[config.mk]
export PLATFORM = sky130hd
export DESIGN_NAME = ama_serial_adder
export DESIGN_NICKNAME = d
export VERILOG_FILES = /design/src/rtl/ama_serial_adder.sv
export SDC_FILE = /design/constraint.sdc
export NUM_CORES = 1
export LEC_CHECK = 0
export CORE_MARGIN = 2
export CORE_UTILIZATION = 35
export CTS_CLUSTER_DIAMETER = 60
export DETAILED_ROUTE_END_ITERATION = 10
export PLACE_DENSITY_LB_ADDON = 0.15
export SKIP_CTS_REPAIR_TIMING = 1
export SYNTH_ARGS = -nofsm -noshare
export SYNTH_HDL_FRONTEND = slang
export SYNTH_SLANG_ARGS = --single-unit
[constraint.sdc]
create_clock -name clk -period 1.8 [get_ports clk]
set_input_delay 0.36 -clock clk [delete_from_list [all_inputs] [get_ports clk]]
set_output_delay 0.36 -clock clk [all_outputs]
set_load 0.005 [all_outputs]
[src/rtl/ama_serial_adder.sv]
// Bit-serial, LSB-first approximate adder.
// The low APPROX_BITS bits use a carry-free XOR sum; the only carry that survives the
// approximate region is a&b of its top bit, which feeds an exact ripple region above it.
// One operand bit is processed per clock; the WIDTH+1-bit result is returned over a
// valid/ready handshake.
module ama_serial_adder #(
    parameter int unsigned WIDTH       = 8,
    parameter int unsigned APPROX_BITS = 4
) (
    input  logic             clk,
    input  logic             rst_n,
    input  logic             in_valid,
    output logic             in_ready,
    input  logic [WIDTH-1:0] a,
    input  logic [WIDTH-1:0] b,
    output logic             out_valid,
    input  logic             out_ready,
    output logic [WIDTH:0]   result
);

    localparam int unsigned CntW = $clog2(WIDTH) + 1;
    localparam logic [CntW-1:0] LastCnt     = CntW'(WIDTH - 1);
    localparam logic [CntW-1:0] ApproxCnt   = CntW'(APPROX_BITS);
    // Only consulted while inside the approximate region, so APPROX_BITS == 0 never uses it.
    localparam logic [CntW-1:0] BoundaryCnt = CntW'(APPROX_BITS - 1);

    typedef enum logic [1:0] {
        StIdle,
        StRun,
        StDone
    } state_e;

    state_e            state_q, state_d;
    logic [WIDTH-1:0]  a_q, a_d;
    logic [WIDTH-1:0]  b_q, b_d;
    logic [CntW-1:0]   cnt_q, cnt_d;
    logic              carry_q, carry_d;
    logic [WIDTH:0]    res_q, res_d;

    logic bit_a;
    logic bit_b;
    logic in_approx;
    logic sum_bit;
    logic carry_out;

    // Per-bit sum and carry for the bit currently at the bottom of the shift registers.
    always_comb begin
        bit_a     = a_q[0];
        bit_b     = b_q[0];
        in_approx = (cnt_q < ApproxCnt);
        sum_bit   = 1'b0;
        carry_out = 1'b0;
        if (in_approx) begin
            sum_bit   = bit_a ^ bit_b;
            // Carries inside the approximate region are dropped, except at its top bit.
            carry_out = (cnt_q == BoundaryCnt) ? (bit_a & bit_b) : 1'b0;
        end else begin
            sum_bit   = bit_a ^ bit_b ^ carry_q;
            carry_out = (bit_a & bit_b) | (bit_a & carry_q) | (bit_b & carry_q);
        end
    end

    // Next-state logic: accept in IDLE, shift one bit per cycle in RUN, hold in DONE.
    always_comb begin
        state_d = state_q;
        a_d     = a_q;
        b_d     = b_q;
        cnt_d   = cnt_q;
        carry_d = carry_q;
        res_d   = res_q;
        case (state_q)
            StIdle: begin
                if (in_valid) begin
                    a_d     = a;
                    b_d     = b;
                    cnt_d   = '0;
                    carry_d = 1'b0;
                    res_d   = '0;
                    state_d = StRun;
                end
            end
            StRun: begin
                a_d                = {1'b0, a_q[WIDTH-1:1]};
                b_d                = {1'b0, b_q[WIDTH-1:1]};
                carry_d            = carry_out;
                res_d[WIDTH-1:0]   = {sum_bit, res_q[WIDTH-1:1]};
                if (cnt_q == LastCnt) begin
                    res_d[WIDTH] = carry_out;
                    state_d      = StDone;
                end else begin
                    cnt_d = cnt_q + CntW'(1);
                end
            end
            StDone: begin
                if (out_ready) begin
                    state_d = StIdle;
                end
            end
            default: begin
                state_d = StIdle;
            end
        endcase
    end

    // State and datapath registers; asynchronous reset discards any in-flight operation.
    always_ff @(posedge clk or negedge rst_n) begin
        if (!rst_n) begin
            state_q <= StIdle;
            a_q     <= '0;
            b_q     <= '0;
            cnt_q   <= '0;
            carry_q <= 1'b0;
            res_q   <= '0;
        end else begin
            state_q <= state_d;
            a_q     <= a_d;
            b_q     <= b_d;
            cnt_q   <= cnt_d;
            carry_q <= carry_d;
            res_q   <= res_d;
        end
    end

    assign in_ready  = (state_q == StIdle);
    assign out_valid = (state_q == StDone);
    assign result    = res_q;

endmodule
-- Yosys cells after proc, flatten, opt, wreduce, memory -nomap -nowiden
Cells that the tools add are included.
- input port bits: 20
- word-level logic and storage cells: 49
- register bits after elaboration: 32
- $add $sub $neg: 1
- bitwise gates (word level): 7
- $lt $le $gt $ge: 1
- reduce and logical (&&, ||, !) cells: 6
- muxes and demuxes: 19
- equal/unequal tests: 8
- operators with widths (kind ; number):
    $pmux W8 S2 ; 2
    $pmux W9 S2 ; 1
    $mux W8 ; 2
    $mux W9 ; 1
    $reduce_and A3 Y1 ; 3
    $mux W4 ; 2
    $pmux W4 S2 ; 1
    $mux W2 ; 3
    $ne A2 B2 Y1 const B ; 3
    $pmux W2 S3 ; 1
    $mux W1 ; 5
    $add A4 B1 Y4 const B ; 1
    $eq A4 B2 Y1 const B ; 1
    $eq A4 B3 Y1 const B ; 1
    $lt A4 B3 Y1 const B ; 1
    $and A1 B1 Y1 ; 3
    $eq A2 B1 Y1 const B ; 1
    $eq A2 B2 Y1 const B ; 1
    $logic_not A2 Y1 ; 1
    $ne A2 B1 Y1 const B ; 1
    $or A1 B1 Y1 ; 2
    $pmux W1 S2 ; 1
    $reduce_and A2 Y1 ; 1
    $reduce_bool A2 Y1 ; 1
    $xor A1 B1 Y1 ; 2

-- Logic depth before layout (Yosys ltp)
Gate-level depths: netlist (run 1).
- depth after elaboration: 6
- depth in mapped cells: 5
- gate-level depth less buffers: 4

-- Worst setup path after synthesis (run 1)
No wires, ideal clock.
- path type: register -> register
- start: register state_q[1]
- end: register cnt_q[3]
- data arrival time: 1.247 ns
- path buffers: 1
- data required time: 1.731 ns
- stages on the path, launching flop included: 5
- path slack: 0.485 ns
- cells stage by stage: dfrtp_1 -> nand2b_1 -> buf_6 -> or4_1 -> nand3_1
- cells in the longest elaborated chain, start to end: 3
- elaborated cells on any way between the ends: 7
- those cells by class: eq/ne: 3; mux: 1; reduce/logical: 3
- RTL lines (what ; RTL line ; text):
    start: declaration ; 33 ; state_e state_q, state_d;
    start signal: assignment ; 108 ; state_q <= StIdle;
    start signal: assignment ; 115 ; state_q <= state_d;
    $eq A2 B1 Y1 or $logic_not A2 Y1 (tied branches) ; 71 ; case (state_q)
    $ne A2 B2 Y1 (no line) or $reduce_bool A2 Y1 (tied branches) ; n/a ;
    $reduce_and A3 Y1 (no line) ; n/a ;
    end signal: assignment ; 118 ; cnt_q <= cnt_d;
    end: declaration ; 36 ; logic [CntW-1:0] cnt_q, cnt_d;
Several ways; a longest one is shown, not always the timed one.
A chain may end at the register's enable or synchronous reset.

-- Worst setup path in the final report (run 1)
- start: register state_q[1]
- end: output port out_valid
- cells in the longest elaborated chain, start to end: 1
- RTL lines (what ; RTL line ; text):
    $eq A2 B2 Y1 ; 125 ; assign out_valid = (state_q == StDone);
    end: declaration ; 16 ; output logic out_valid,
No other way between the ends.

==> metrics.txt, run 1 <==
# TYPE chip_impl_metric gauge
chip_impl_info{name="outcome",value="completed"} 1
chip_impl_metric{name="adder_cell_share_of_the_synthesized_area",unit="%"} 2.993
chip_impl_metric{name="io_pins",unit=""} 31
chip_impl_metric{name="first_global_vias",unit=""} 1136
chip_impl_metric{name="cp.arrival",unit="ns"} 1.37
chip_impl_metric{name="diodes",unit=""} 0
chip_impl_info{name="cts.root.buffer_cell",value="clkbuf_8"} 1
chip_impl_metric{name="drt-initial-drc-count",unit=""} 79
chip_impl_metric{name="max-cap-violations",unit=""} 0
chip_impl_metric{name="drt.antenna.violating_nets",unit=""} 0
chip_impl_metric{name="grt_first_pass_wirelength",unit="um"} 5326
chip_impl_metric{name="yosysSeqAreaShare",unit="%"} 53.20
chip_impl_metric{name="synth.area.mux_share",unit="%"} 9.975
chip_impl_metric{name="static-leakage-power",unit="nW"} 0.8347
chip_impl_metric{name="setup_viol",unit=""} 0
chip_impl_info{name="netlist_top_cells_area",value="dfrtp_1 53%, mux2i_1 10%, o21ai_0 6.0%"} 1
chip_impl_metric{name="layout-drive-gt1-share",unit="%"} 10.17
chip_impl_metric{name="place_area",unit="sq um"} 1867
chip_impl_info{name="synthTopCellsByCount",value="32 x dfrtp_1, 21 x nand2_1, 18 x o21ai_0"} 1
chip_impl_info{name="type_of_the_worst_min_delay_path",value="in -> async"} 1
chip_impl_metric{name="detailedPlacementHpwl",unit="um"} 2202
chip_impl_metric{name="post-synth-top-area-fraction",unit="%"} 53.20
chip_impl_metric{name="grt_max_degree",unit=""} 33
chip_impl_metric{name="grtUsageTotal",unit="%"} 13.99
chip_impl_metric{name="finalWorstPathRequiredPeriod",unit="ns"} 1.729
chip_impl_metric{name="worst_skew_pair_latency",unit="ns"} 0.28
chip_impl_metric{name="globalplace.congestion",unit=""} 0.7251
chip_impl_metric{name="synth_area_per_cell",unit="sq um"} 10.60
chip_impl_metric{name="floorplan.initialDensity",unit="%"} 37.10
chip_impl_metric{name="yosysUniqueCellTypes",unit=""} 27
chip_impl_metric{name="timing.critical_path.required",unit="ns"} 1.44
chip_impl_metric{name="synth-edff-count",unit=""} 0
chip_impl_info{name="setup.worst_path.start_class",value="flop"} 1
chip_impl_metric{name="die_footprint",unit="sq um"} 4841
chip_impl_info{name="combinational_family_with_the_most_area_after_synthesis",value="compound AO/OA/AOI/OAI gates"} 1
chip_impl_metric{name="cts.clk_slew.worst_paths",unit="ns"} 0.06
chip_impl_info{name="synth_flop_cell",value="dfrtp_1"} 1
chip_impl_metric{name="warning_count_from_the_yosys_run",unit=""} 0
chip_impl_metric{name="clock_sink_count",unit=""} 32
chip_impl_metric{name="finalInstanceArea",unit="sq um"} 1956
chip_impl_metric{name="place_worst_setup_slack",unit="ns"} 0.1520
chip_impl_metric{name="port_buffers",unit=""} 30
chip_impl_metric{name="synth_compound_area_share",unit="%"} 15.54
chip_impl_metric{name="yosys.area_share.xor_xnor",unit="%"} 0
chip_impl_info{name="synth.most_common_cell",value="dfrtp_1"} 1
chip_impl_metric{name="dieHeight",unit="um"} 69.58
chip_impl_metric{name="antenna_violations_before_repair",unit=""} 0
chip_impl_info{name="critPathCaptureType",value="primary output"} 1
chip_impl_metric{name="number_of_register_bits_inferred_by_synthesis",unit=""} 32
chip_impl_metric{name="postSynthNetCount",unit=""} 165
chip_impl_metric{name="detail_route.vias_per_cell",unit=""} 5.009
chip_impl_info{name="timing_worst_setup_path_type",value="reg -> out"} 1
chip_impl_metric{name="grt_remaining_overflow",unit=""} 0
chip_impl_metric{name="fin_worst_skew",unit="ns"} 0.002294
chip_impl_metric{name="max_clock_freq",unit="MHz"} 578.4
chip_impl_metric{name="syn2layout_area_growth",unit="%"} 29.93
chip_impl_metric{name="slew_headroom",unit="%"} 72.45
chip_impl_metric{name="std_cell_rows",unit=""} 23
chip_impl_metric{name="die_width",unit="um"} 69.58
chip_impl_metric{name="cts_htree_levels",unit=""} 2
chip_impl_info{name="tritoncts_clock_tree",value="done"} 1
chip_impl_metric{name="ys_async_rst_share",unit="%"} 100.0
chip_impl_metric{name="synthesis.instances",unit=""} 142
chip_impl_metric{name="postRouteWirelength",unit="um"} 3118
chip_impl_metric{name="ctsLongestPathBuffers",unit=""} 2
chip_impl_metric{name="number_of_detailed_routing_iterations_run_before_antenna_repair",unit=""} 4
chip_impl_metric{name="final_hold_viol_count",unit=""} 0
chip_impl_info{name="rsz0062_at_grt",value="no"} 1
chip_impl_metric{name="num_vias",unit=""} 1137
chip_impl_info{name="netlist.top_cell.by_area",value="dfrtp_1"} 1
chip_impl_metric{name="slew_at_the_pin_closest_to_its_max_slew_limit",unit="ns"} 0.4132
chip_impl_metric{name="post_synth_instance_area",unit="sq um"} 1505
chip_impl_metric{name="yosys.area_share.simple",unit="%"} 13.97
chip_impl_metric{name="timing.final.crit_share",unit="%"} 96.05
chip_impl_metric{name="final_report_max_slew_violation_count",unit=""} 0
chip_impl_metric{name="routedWlPerCell",unit="um"} 13.74
chip_impl_metric{name="crit_path_max_fanout",unit=""} 4
chip_impl_metric{name="drt_drc_violations_left",unit=""} 0
chip_impl_metric{name="fp.coreArea",unit="sq um"} 4058
chip_impl_metric{name="layout.nets",unit=""} 200
chip_impl_metric{name="post-route-worst-setup-slack",unit="ns"} 0.07115
chip_impl_metric{name="worst_ir_drop_vdd",unit="mV"} 0.6953
chip_impl_metric{name="cts_inserted_buffers",unit=""} 5
chip_impl_metric{name="cellPowerDensity",unit="nW/um^2"} 1589
[cell families after synthesis]
family                   after synthesis
AND/OR/NAND/NOR                       43
AO/OA/AOI/OAI                         36
flip-flops                            32
multiplexers                          15
buffers and inverters                 13
adder cells (fa/ha/maj)                3
[routing by layer]
layer	share of wire [%]	vias up	global-route usage, %
li1	-	570	-
met1	46	537	18.55
met2	48	25	21.37
met3	4.4	5	4.942
met4	1.5	0	4.575
met5	0	-	0
[critical path, cell delays in order (launching register included)]
cell and delay, ns:
dfrtp_2 0.39, nor2b_2 0.18, clkdlybuf4s50_1 0.51
[cell usage in the layout (no fill, tap or decap), types with 2 or more instances in the layout]
master,n
clkdlybuf4s50_1,30
nand3_1,8
nand2_1,21
ha_1,2
mux2i_1,15
and2b_1,3
o21ai_0,18
a22o_1,8
a21oi_1,4
dfrtp_1,31
inv_1,3
buf_4,8
clkbuf_8,5
nor2_1,2
nor2b_1,3
[metrics by stage]
step	power (mW)	instances	utilization, %	setup TNS [ns]	hold WS (ns)
after detailed placement	2.618	219	46.01	0	0.4732
after global routing	3.384	227	48.20	0	0.5181
after global placement	2.570	219	46.01	0	0.4599
final	3.107	227	48.20	0	0.4828
after CTS	3.148	226	47.92	-0.04185	0.4882
after floorplan	2.131	142	-	0	0.06441
[final timing paths]
kind,from,to,slack (ns),depth (start not counted)
max,state_q[1]$_DFFE_PN0P_,out_valid,0.07,2
min,rst_n,state_q[1]$_DFFE_PN0P_,0.48,2
max reg2reg,cnt_q[0]$_DFFE_PN0P_,cnt_q[0]$_DFFE_PN0P_,0.32,3
min reg2reg,b_q[2]$_DFFE_PN0P_,b_q[2]$_DFFE_PN0P_,0.48,2
max in group asynchronous,rst_n,state_q[1]$_DFFE_PN0P_,1.01,2
min in group clk,b_q[2]$_DFFE_PN0P_,b_q[2]$_DFFE_PN0P_,0.48,2
[cell type report]
class / instances / area [sq um]
clock inverter: 1 / 5.005
inverter: 3 / 11.26
clock buffer: 6 / 72.57
fill: 375 / 2102
multi-input combinational: 97 / 641.9
tap: 50 / 62.56
sequential: 32 / 802.0
timing repair buffer: 38 / 360.3
[sequential cells by signal (all words and copies together) (netlist names)]
register and count:
cnt_q 4, state_q 2, b_q 8, carry_q 1, result 9, a_q 8
[report_power, final]
part / switching, mW / leakage, nW / internal [mW] / total, mW
clock: 0.246 / 0.0410 / 0.262 / 0.508
combinational: 0.608 / 0.387 / 0.703 / 1.31
sequential: 0.254 / 0.407 / 1.03 / 1.29
Note: power is estimated with default switching activity, not from simulation.
==> inputs of run 2 (changes only) <==
CELL_PAD_IN_SITES_DETAIL_PLACEMENT = 1   (was not set)
CELL_PAD_IN_SITES_GLOBAL_PLACEMENT = 1   (was not set)
DONT_BUFFER_PORTS = 1   (was not set)
==> run 2 against run 1 <==
  * Critical path depth is 1 higher
  * Total power is 4.1% lower
  * Final cell count is 15% lower
  * Fmax is 18% higher
  * Combinational power is 19% lower
  * Register-to-register slack hardly changed
  * Wire length is 1.3% higher
  * Clock skew hardly changed
  * Critical path type is now reg -> reg
  * Largest power group is now registers
==> metrics.txt, run 2 (synthesized netlist as in run 1, its figures left out) <==
# TYPE chip_impl_metric gauge
chip_impl_info{name="outcome",value="completed"} 1
chip_impl_metric{name="multi_input_comb_area",unit="sq um"} 639.4
chip_impl_metric{name="detailedPlacementHpwl",unit="um"} 2235
chip_impl_metric{name="dieHeight",unit="um"} 69.58
chip_impl_metric{name="place_worst_setup_slack",unit="ns"} 0.3519
chip_impl_metric{name="cp.arrival",unit="ns"} 1.61
chip_impl_metric{name="cts.clk_slew.worst_paths",unit="ns"} 0.06
chip_impl_metric{name="fp.coreArea",unit="sq um"} 4058
chip_impl_metric{name="globalplace.congestion",unit=""} 0.8146
chip_impl_metric{name="worst_skew_pair_latency",unit="ns"} 0.28
chip_impl_metric{name="timing.critical_path.required",unit="ns"} 1.94
chip_impl_metric{name="crit_path_max_fanout",unit=""} 7
chip_impl_metric{name="setup_tns",unit="ns"} 0
chip_impl_metric{name="grt_first_pass_wirelength",unit="um"} 5520
chip_impl_metric{name="std_cell_rows",unit=""} 23
chip_impl_metric{name="number_of_detailed_routing_iterations_run_before_antenna_repair",unit=""} 4
chip_impl_metric{name="grt_remaining_overflow",unit=""} 0
chip_impl_metric{name="floorplan.initialDensity",unit="%"} 37.10
chip_impl_metric{name="max_clock_freq",unit="MHz"} 681.0
chip_impl_metric{name="post-route-worst-setup-slack",unit="ns"} 0.3316
chip_impl_metric{name="final_report_max_slew_violation_count",unit=""} 0
chip_impl_metric{name="syn2layout_area_growth",unit="%"} 11.31
chip_impl_metric{name="layout-drive-gt1-share",unit="%"} 9.028
chip_impl_metric{name="seqCellArea",unit="sq um"} 800.8
chip_impl_metric{name="routedWlPerCell",unit="um"} 16.27
chip_impl_metric{name="drt-initial-drc-count",unit=""} 21
chip_impl_info{name="type_of_the_worst_min_delay_path",value="in -> reg"} 1
chip_impl_metric{name="slew_at_the_pin_closest_to_its_max_slew_limit",unit="ns"} 0.3702
chip_impl_metric{name="cts_inserted_buffers",unit=""} 5
chip_impl_metric{name="fin_worst_skew",unit="ns"} 0.002745
chip_impl_metric{name="antenna_violations_before_repair",unit=""} 0
chip_impl_info{name="timing_worst_setup_path_type",value="reg -> reg"} 1
chip_impl_metric{name="cts_htree_levels",unit=""} 2
chip_impl_info{name="rsz0062_at_grt",value="no"} 1
chip_impl_metric{name="diodes",unit=""} 0
chip_impl_info{name="worst_path_dominant_cell_family",value="flip-flops"} 1
chip_impl_metric{name="postRouteWirelength",unit="um"} 3157
chip_impl_info{name="slowest_stage",value="dfrtp_1"} 1
chip_impl_metric{name="drt_drc_violations_left",unit=""} 0
chip_impl_info{name="cts.root.buffer_cell",value="clkbuf_8"} 1
chip_impl_metric{name="grt_max_degree",unit=""} 43
chip_impl_metric{name="port_buffers",unit=""} 0
chip_impl_metric{name="die_footprint",unit="sq um"} 4841
chip_impl_metric{name="die_width",unit="um"} 69.58
chip_impl_metric{name="io_pins",unit=""} 31
chip_impl_metric{name="slew_headroom",unit="%"} 75.01
chip_impl_metric{name="final_hold_viol_count",unit=""} 0
chip_impl_metric{name="grtUsageTotal",unit="%"} 14.42
chip_impl_metric{name="clock_sink_count",unit=""} 32
chip_impl_metric{name="max-cap-violations",unit=""} 0
chip_impl_metric{name="count_of_filler_cells_inserted_in_the_layout",unit=""} 466
chip_impl_info{name="mostFrequentLayoutCell",value="dfrtp_1"} 1
chip_impl_metric{name="place.detailed.instances",unit=""} 185
chip_impl_info{name="crit_chain",value="ha_1 -> and3b_1 -> o311ai_0"} 1
chip_impl_info{name="tritoncts_clock_tree",value="done"} 1
chip_impl_metric{name="cellPowerDensity",unit="nW/um^2"} 1778
chip_impl_metric{name="setup_viol",unit=""} 0
chip_impl_metric{name="largest_reg_flops",unit=""} 9
chip_impl_metric{name="detail_route.vias_per_cell",unit=""} 5.361
chip_impl_metric{name="static-leakage-power",unit="nW"} 0.7240
chip_impl_metric{name="finalWorstPathRequiredPeriod",unit="ns"} 1.468
chip_impl_metric{name="worst_ir_drop_vdd",unit="mV"} 0.5670
chip_impl_metric{name="worstPathBufferInverterCount",unit=""} 0
chip_impl_info{name="setup.worst_path.start_class",value="flop"} 1
chip_impl_info{name="critPathCaptureType",value="flop"} 1
chip_impl_metric{name="first_global_vias",unit=""} 1134
chip_impl_info{name="final_cell_mix",value="32 x dfrtp_1, 21 x nand2_1, 18 x o21ai_0"} 1
chip_impl_metric{name="ctsLongestPathBuffers",unit=""} 2
chip_impl_metric{name="num_vias",unit=""} 1040
chip_impl_metric{name="final_cells",unit=""} 194
chip_impl_metric{name="drt.antenna.violating_nets",unit=""} 0
chip_impl_metric{name="timing.final.crit_share",unit="%"} 81.58
chip_impl_metric{name="layout.nets",unit=""} 167
chip_impl_metric{name="cpPeakStageDelay",unit="ns"} 0.42
==> run 2: cell types whose count changed in the layout (fill, tap and decap cells not counted), moves of 2 or more <==
| cell | delta |
|---|---|
| buf_4 | -6 |
| clkbuf_8 | +2 |
| clkdlybuf4s50_1 | -30 |
| buf_12 | +2 |
==> run 2: layout make-up <==
class | count | share of cell area, %
Tap cell | 50 | 3.734
Sequential cell | 32 | 47.80
Multi-Input combinational cell | 97 | 38.16
Clock buffer | 7 | 5.751
Timing Repair Buffer | 5 | 3.883
Inverter | 3 | 0.6721
==> run 2: metrics by stage <==
stage                     instance area (sq um)  total power, mW  utilization [%]  hold slack, ns
after floorplan                            1505            2.131                -         0.06441
final                                      1675            2.979            41.29          0.2766
after detailed placement                   1549            2.401            38.17         0.06572
after global placement                     1549            2.338            38.17         0.06574
after CTS                                  1645            3.012            40.55         -0.2377
after global routing                       1675            3.247            41.29          0.2817
==> run 2: power breakdown <==
part	internal (mW)	total (mW)	leakage, nW	switching [mW]
sequential	1.03	1.33	0.408	0.297
combinational	0.507	1.06	0.265	0.550
clock	0.340	0.592	0.0503	0.252
total	1.88	2.98	0.724	1.10
==> run 2: worst register-to-register path: cells and delay by family (launching register included) <==
| kind | cells | cell delay (ns) |
|---|---|---|
| AO/OA/AOI/OAI | 1 | 0.36 |
| adder cells (fa/ha/maj) | 1 | 0.30 |
| AND/OR/NAND/NOR | 1 | 0.26 |
| flip-flops | 1 | 0.42 |
==> run 2: per-layer routing <==
metal	share of wire, %	track usage [%]	vias up
met5	0	0	-
met4	1.6	4.575	0
met3	5.7	6.105	5
met2	46	22.86	23
met1	47	17.78	512
li1	-	-	500
==> run 2: final timing paths <==
kind	startpoint	to	slack (ns)	cells past startpoint
min in group asynchronous	rst_n	cnt_q[2]$_DFFE_PN0P_	0.52	2
worst max-delay path	cnt_q[0]$_DFFE_PN0P_	cnt_q[0]$_DFFE_PN0P_	0.33	3
max in group asynchronous	rst_n	result[4]$_DFFE_PN0P_	1.10	2
worst min-delay path	out_ready	state_q[1]$_DFFE_PN0P_	0.28	2
worst max register to register	cnt_q[0]$_DFFE_PN0P_	cnt_q[0]$_DFFE_PN0P_	0.33	3
worst min register to register	a_q[3]$_DFFE_PN0P_	a_q[3]$_DFFE_PN0P_	0.48	2
==> inputs of run 3 (changes only) <==
clock period = 1.5 ns   (was 1.8 ns; I/O delays follow)
==> run 3 against run 2 <==
  * Register-to-register slack worse by 0.25 ns
  * Sequential cell count stayed put
  * Total power increased by 17%
  * Non-clock buffer count is the same
  * Sequential power up 20%
  * Combinational power is 23% higher
  * Final cell count did not move
  * Clock-buffer cell count fell by 1
  * Worst setup slack worse by 0.25 ns
  * Via count grew 0.38%
  * First-iteration DRC count is 81% higher
==> metrics.txt, run 3 (synthesized netlist as in run 1, its figures left out) <==
# TYPE chip_impl_metric gauge
chip_impl_metric{name="final_report_max_slew_violation_count",unit=""} 0
chip_impl_metric{name="final_hold_viol_count",unit=""} 0
chip_impl_info{name="slowest_stage",value="or4_1"} 1
chip_impl_metric{name="place_area",unit="sq um"} 1562
chip_impl_metric{name="detail_route.vias_per_cell",unit=""} 5.381
chip_impl_metric{name="setup_viol",unit=""} 0
chip_impl_metric{name="first_global_vias",unit=""} 1133
chip_impl_metric{name="sequentialPowerShare",unit="%"} 45.6
chip_impl_info{name="grt_busiest_layer",value="met2"} 1
chip_impl_metric{name="multi_input_comb_area",unit="sq um"} 639.4
chip_impl_metric{name="clock_sink_count",unit=""} 32
chip_impl_metric{name="drt-initial-drc-count",unit=""} 38
chip_impl_metric{name="largest_reg_flops",unit=""} 9
chip_impl_metric{name="grt_max_degree",unit=""} 43
chip_impl_metric{name="diodes",unit=""} 0
chip_impl_metric{name="io_pins",unit=""} 31
chip_impl_metric{name="p_clk_share",unit="%"} 17.2
chip_impl_metric{name="layout-drive-gt1-share",unit="%"} 8.333
chip_impl_metric{name="share_of_total_power_consumed_by_net_switching",unit="%"} 37.01
chip_impl_metric{name="holdPathStages",unit=""} 2
chip_impl_metric{name="fin_worst_skew",unit="ns"} 0.001494
chip_impl_metric{name="use_met2",unit="%"} 21.79
chip_impl_metric{name="power_frac_comb",unit="%"} 37.2
chip_impl_metric{name="finalInstanceArea",unit="sq um"} 1669
chip_impl_metric{name="ctsLongestPathBuffers",unit=""} 2
chip_impl_metric{name="die_footprint",unit="sq um"} 4841
chip_impl_info{name="critPathCaptureType",value="flop"} 1
chip_impl_metric{name="grt_first_pass_wirelength",unit="um"} 5347
chip_impl_metric{name="postRouteWirelength",unit="um"} 3084
chip_impl_metric{name="slew_headroom",unit="%"} 73.84
chip_impl_info{name="cts.root.buffer_cell",value="clkbuf_8"} 1
chip_impl_metric{name="r2r.worst_path.cells",unit=""} 3
chip_impl_metric{name="antenna_violations_before_repair",unit=""} 0
chip_impl_metric{name="worst_ir_drop_vdd",unit="mV"} 1.042
chip_impl_metric{name="max-cap-violations",unit=""} 0
chip_impl_info{name="setup.worst_path.start_class",value="flop"} 1
chip_impl_metric{name="routedWlPerCell",unit="um"} 15.90
chip_impl_metric{name="cts_inserted_buffers",unit=""} 5
chip_impl_info{name="mostFrequentLayoutCell",value="dfrtp_1"} 1
chip_impl_metric{name="num_vias",unit=""} 1044
chip_impl_info{name="tritoncts_clock_tree",value="done"} 1
chip_impl_info{name="crit_chain",value="ha_1 -> or4_1 -> nand3_1"} 1
chip_impl_metric{name="floorplan.initialDensity",unit="%"} 37.10
chip_impl_metric{name="timing.final.crit_share",unit="%"} 94.25
chip_impl_metric{name="design_power_total",unit="mW"} 3.500
chip_impl_metric{name="drt.antenna.violating_nets",unit=""} 0
chip_impl_metric{name="grtUsageTotal",unit="%"} 14.14
chip_impl_metric{name="static-leakage-power",unit="nW"} 0.7182
chip_impl_metric{name="max_clock_freq",unit="MHz"} 707.4
chip_impl_metric{name="setup_tns",unit="ns"} 0
chip_impl_metric{name="syn2layout_area_growth",unit="%"} 10.89
chip_impl_metric{name="drt_drc_violations_left",unit=""} 0
chip_impl_metric{name="globalRouteMet3Util",unit="%"} 7.703
chip_impl_metric{name="seqCellArea",unit="sq um"} 800.8
chip_impl_metric{name="number_of_detailed_routing_iterations_run_before_antenna_repair",unit=""} 4
chip_impl_metric{name="place_worst_setup_slack",unit="ns"} 0.09600
chip_impl_metric{name="final_core_utilization",unit="%"} 41.13
chip_impl_metric{name="grt_remaining_overflow",unit=""} 0
chip_impl_metric{name="finalWorstPathRequiredPeriod",unit="ns"} 1.414
chip_impl_metric{name="port_buffers",unit=""} 0
chip_impl_metric{name="grt_util_met1",unit="%"} 16.59
chip_impl_metric{name="post-route-worst-setup-slack",unit="ns"} 0.08627
chip_impl_metric{name="worst_skew_pair_latency",unit="ns"} 0.27
chip_impl_metric{name="crit_path_max_fanout",unit=""} 7
chip_impl_info{name="type_of_the_worst_min_delay_path",value="in -> reg"} 1
chip_impl_metric{name="dieHeight",unit="um"} 69.58
chip_impl_info{name="timing_worst_setup_path_type",value="reg -> reg"} 1
chip_impl_metric{name="globalplace.congestion",unit=""} 0.7193
chip_impl_info{name="rsz0062_at_grt",value="no"} 1
chip_impl_metric{name="cellInternalPower",unit="mW"} 2.205
chip_impl_metric{name="std_cell_rows",unit=""} 23
chip_impl_metric{name="cts.clk_slew.worst_paths",unit="ns"} 0.06
chip_impl_metric{name="timing.critical_path.required",unit="ns"} 1.71
chip_impl_info{name="outcome",value="completed"} 1
chip_impl_metric{name="cp.arrival",unit="ns"} 1.62
chip_impl_metric{name="count_of_filler_cells_inserted_in_the_layout",unit=""} 442
chip_impl_metric{name="fp.coreArea",unit="sq um"} 4058
chip_impl_metric{name="cts_htree_levels",unit=""} 2
chip_impl_metric{name="switchingPower",unit="mW"} 1.295
chip_impl_metric{name="detailedPlacementHpwl",unit="um"} 2173
chip_impl_metric{name="die_width",unit="um"} 69.58
chip_impl_metric{name="cpPeakStageDelay",unit="ns"} 0.54
chip_impl_info{name="final_cell_mix",value="32 x dfrtp_1, 21 x nand2_1, 18 x o21ai_0"} 1
chip_impl_metric{name="slew_at_the_pin_closest_to_its_max_slew_limit",unit="ns"} 0.3924
chip_impl_metric{name="layout.nets",unit=""} 167
chip_impl_metric{name="cellPowerDensity",unit="nW/um^2"} 2097
## run 3: power groups by stage
stage | sequential [mW] | clock [mW] | combinational (mW)
6_report | 1.60 | 0.603 | 1.30
5_1_grt | 1.67 | 0.684 | 1.49
4_1_cts | 1.60 | 0.632 | 1.30
3_5_place_dp | 1.61 | 0 | 1.30
3_3_place_gp | 1.59 | 0 | 1.25
2_1_floorplan | 1.46 | 0 | 1.10
## run 3: layer usage
metal	share of wire [%]	vias to the layer above	wire length, um
met5	0	-	0
met3	8.6	7	264
met2	47	26	1443
met4	1.5	0	45
met1	43	508	1330
li1	-	503	-
## run 3: final cells by class
type / instances / area share, %
clock buffers: 6 / 4.348
clock inverters: 1 / 0.2999
inverters: 3 / 0.6747
multi-input cells: 97 / 38.31
flip-flops and latches: 32 / 47.98
well taps: 50 / 3.748
repair buffers: 5 / 4.648
## run 3: worst paths after layout
check	from	end	slack, ns
min reg2reg	b_q[6]$_DFFE_PN0P_	b_q[6]$_DFFE_PN0P_	0.48
min in group asynchronous	rst_n	cnt_q[3]$_DFFE_PN0P_	0.48
max reg2reg	cnt_q[0]$_DFFE_PN0P_	cnt_q[3]$_DFFE_PN0P_	0.09
min	out_ready	state_q[1]$_DFFE_PN0P_	0.21
max in group asynchronous	rst_n	result[4]$_DFFE_PN0P_	0.85
max	cnt_q[0]$_DFFE_PN0P_	cnt_q[3]$_DFFE_PN0P_	0.09
## run 3: through the flow
step,cells,hold WS (ns)
finish,194,0.2073
global route,194,0.2091
CTS,192,-0.2959
detailed placement,185,0.005861
global placement,185,0.005630
floorplan,142,0.004409
## run 3: worst max-delay path, delay by kind of cell (launching register included)
kind,cells,cell delay [ns]
simple gates,2,0.63
fa+ha+maj,1,0.29
flops,1,0.43
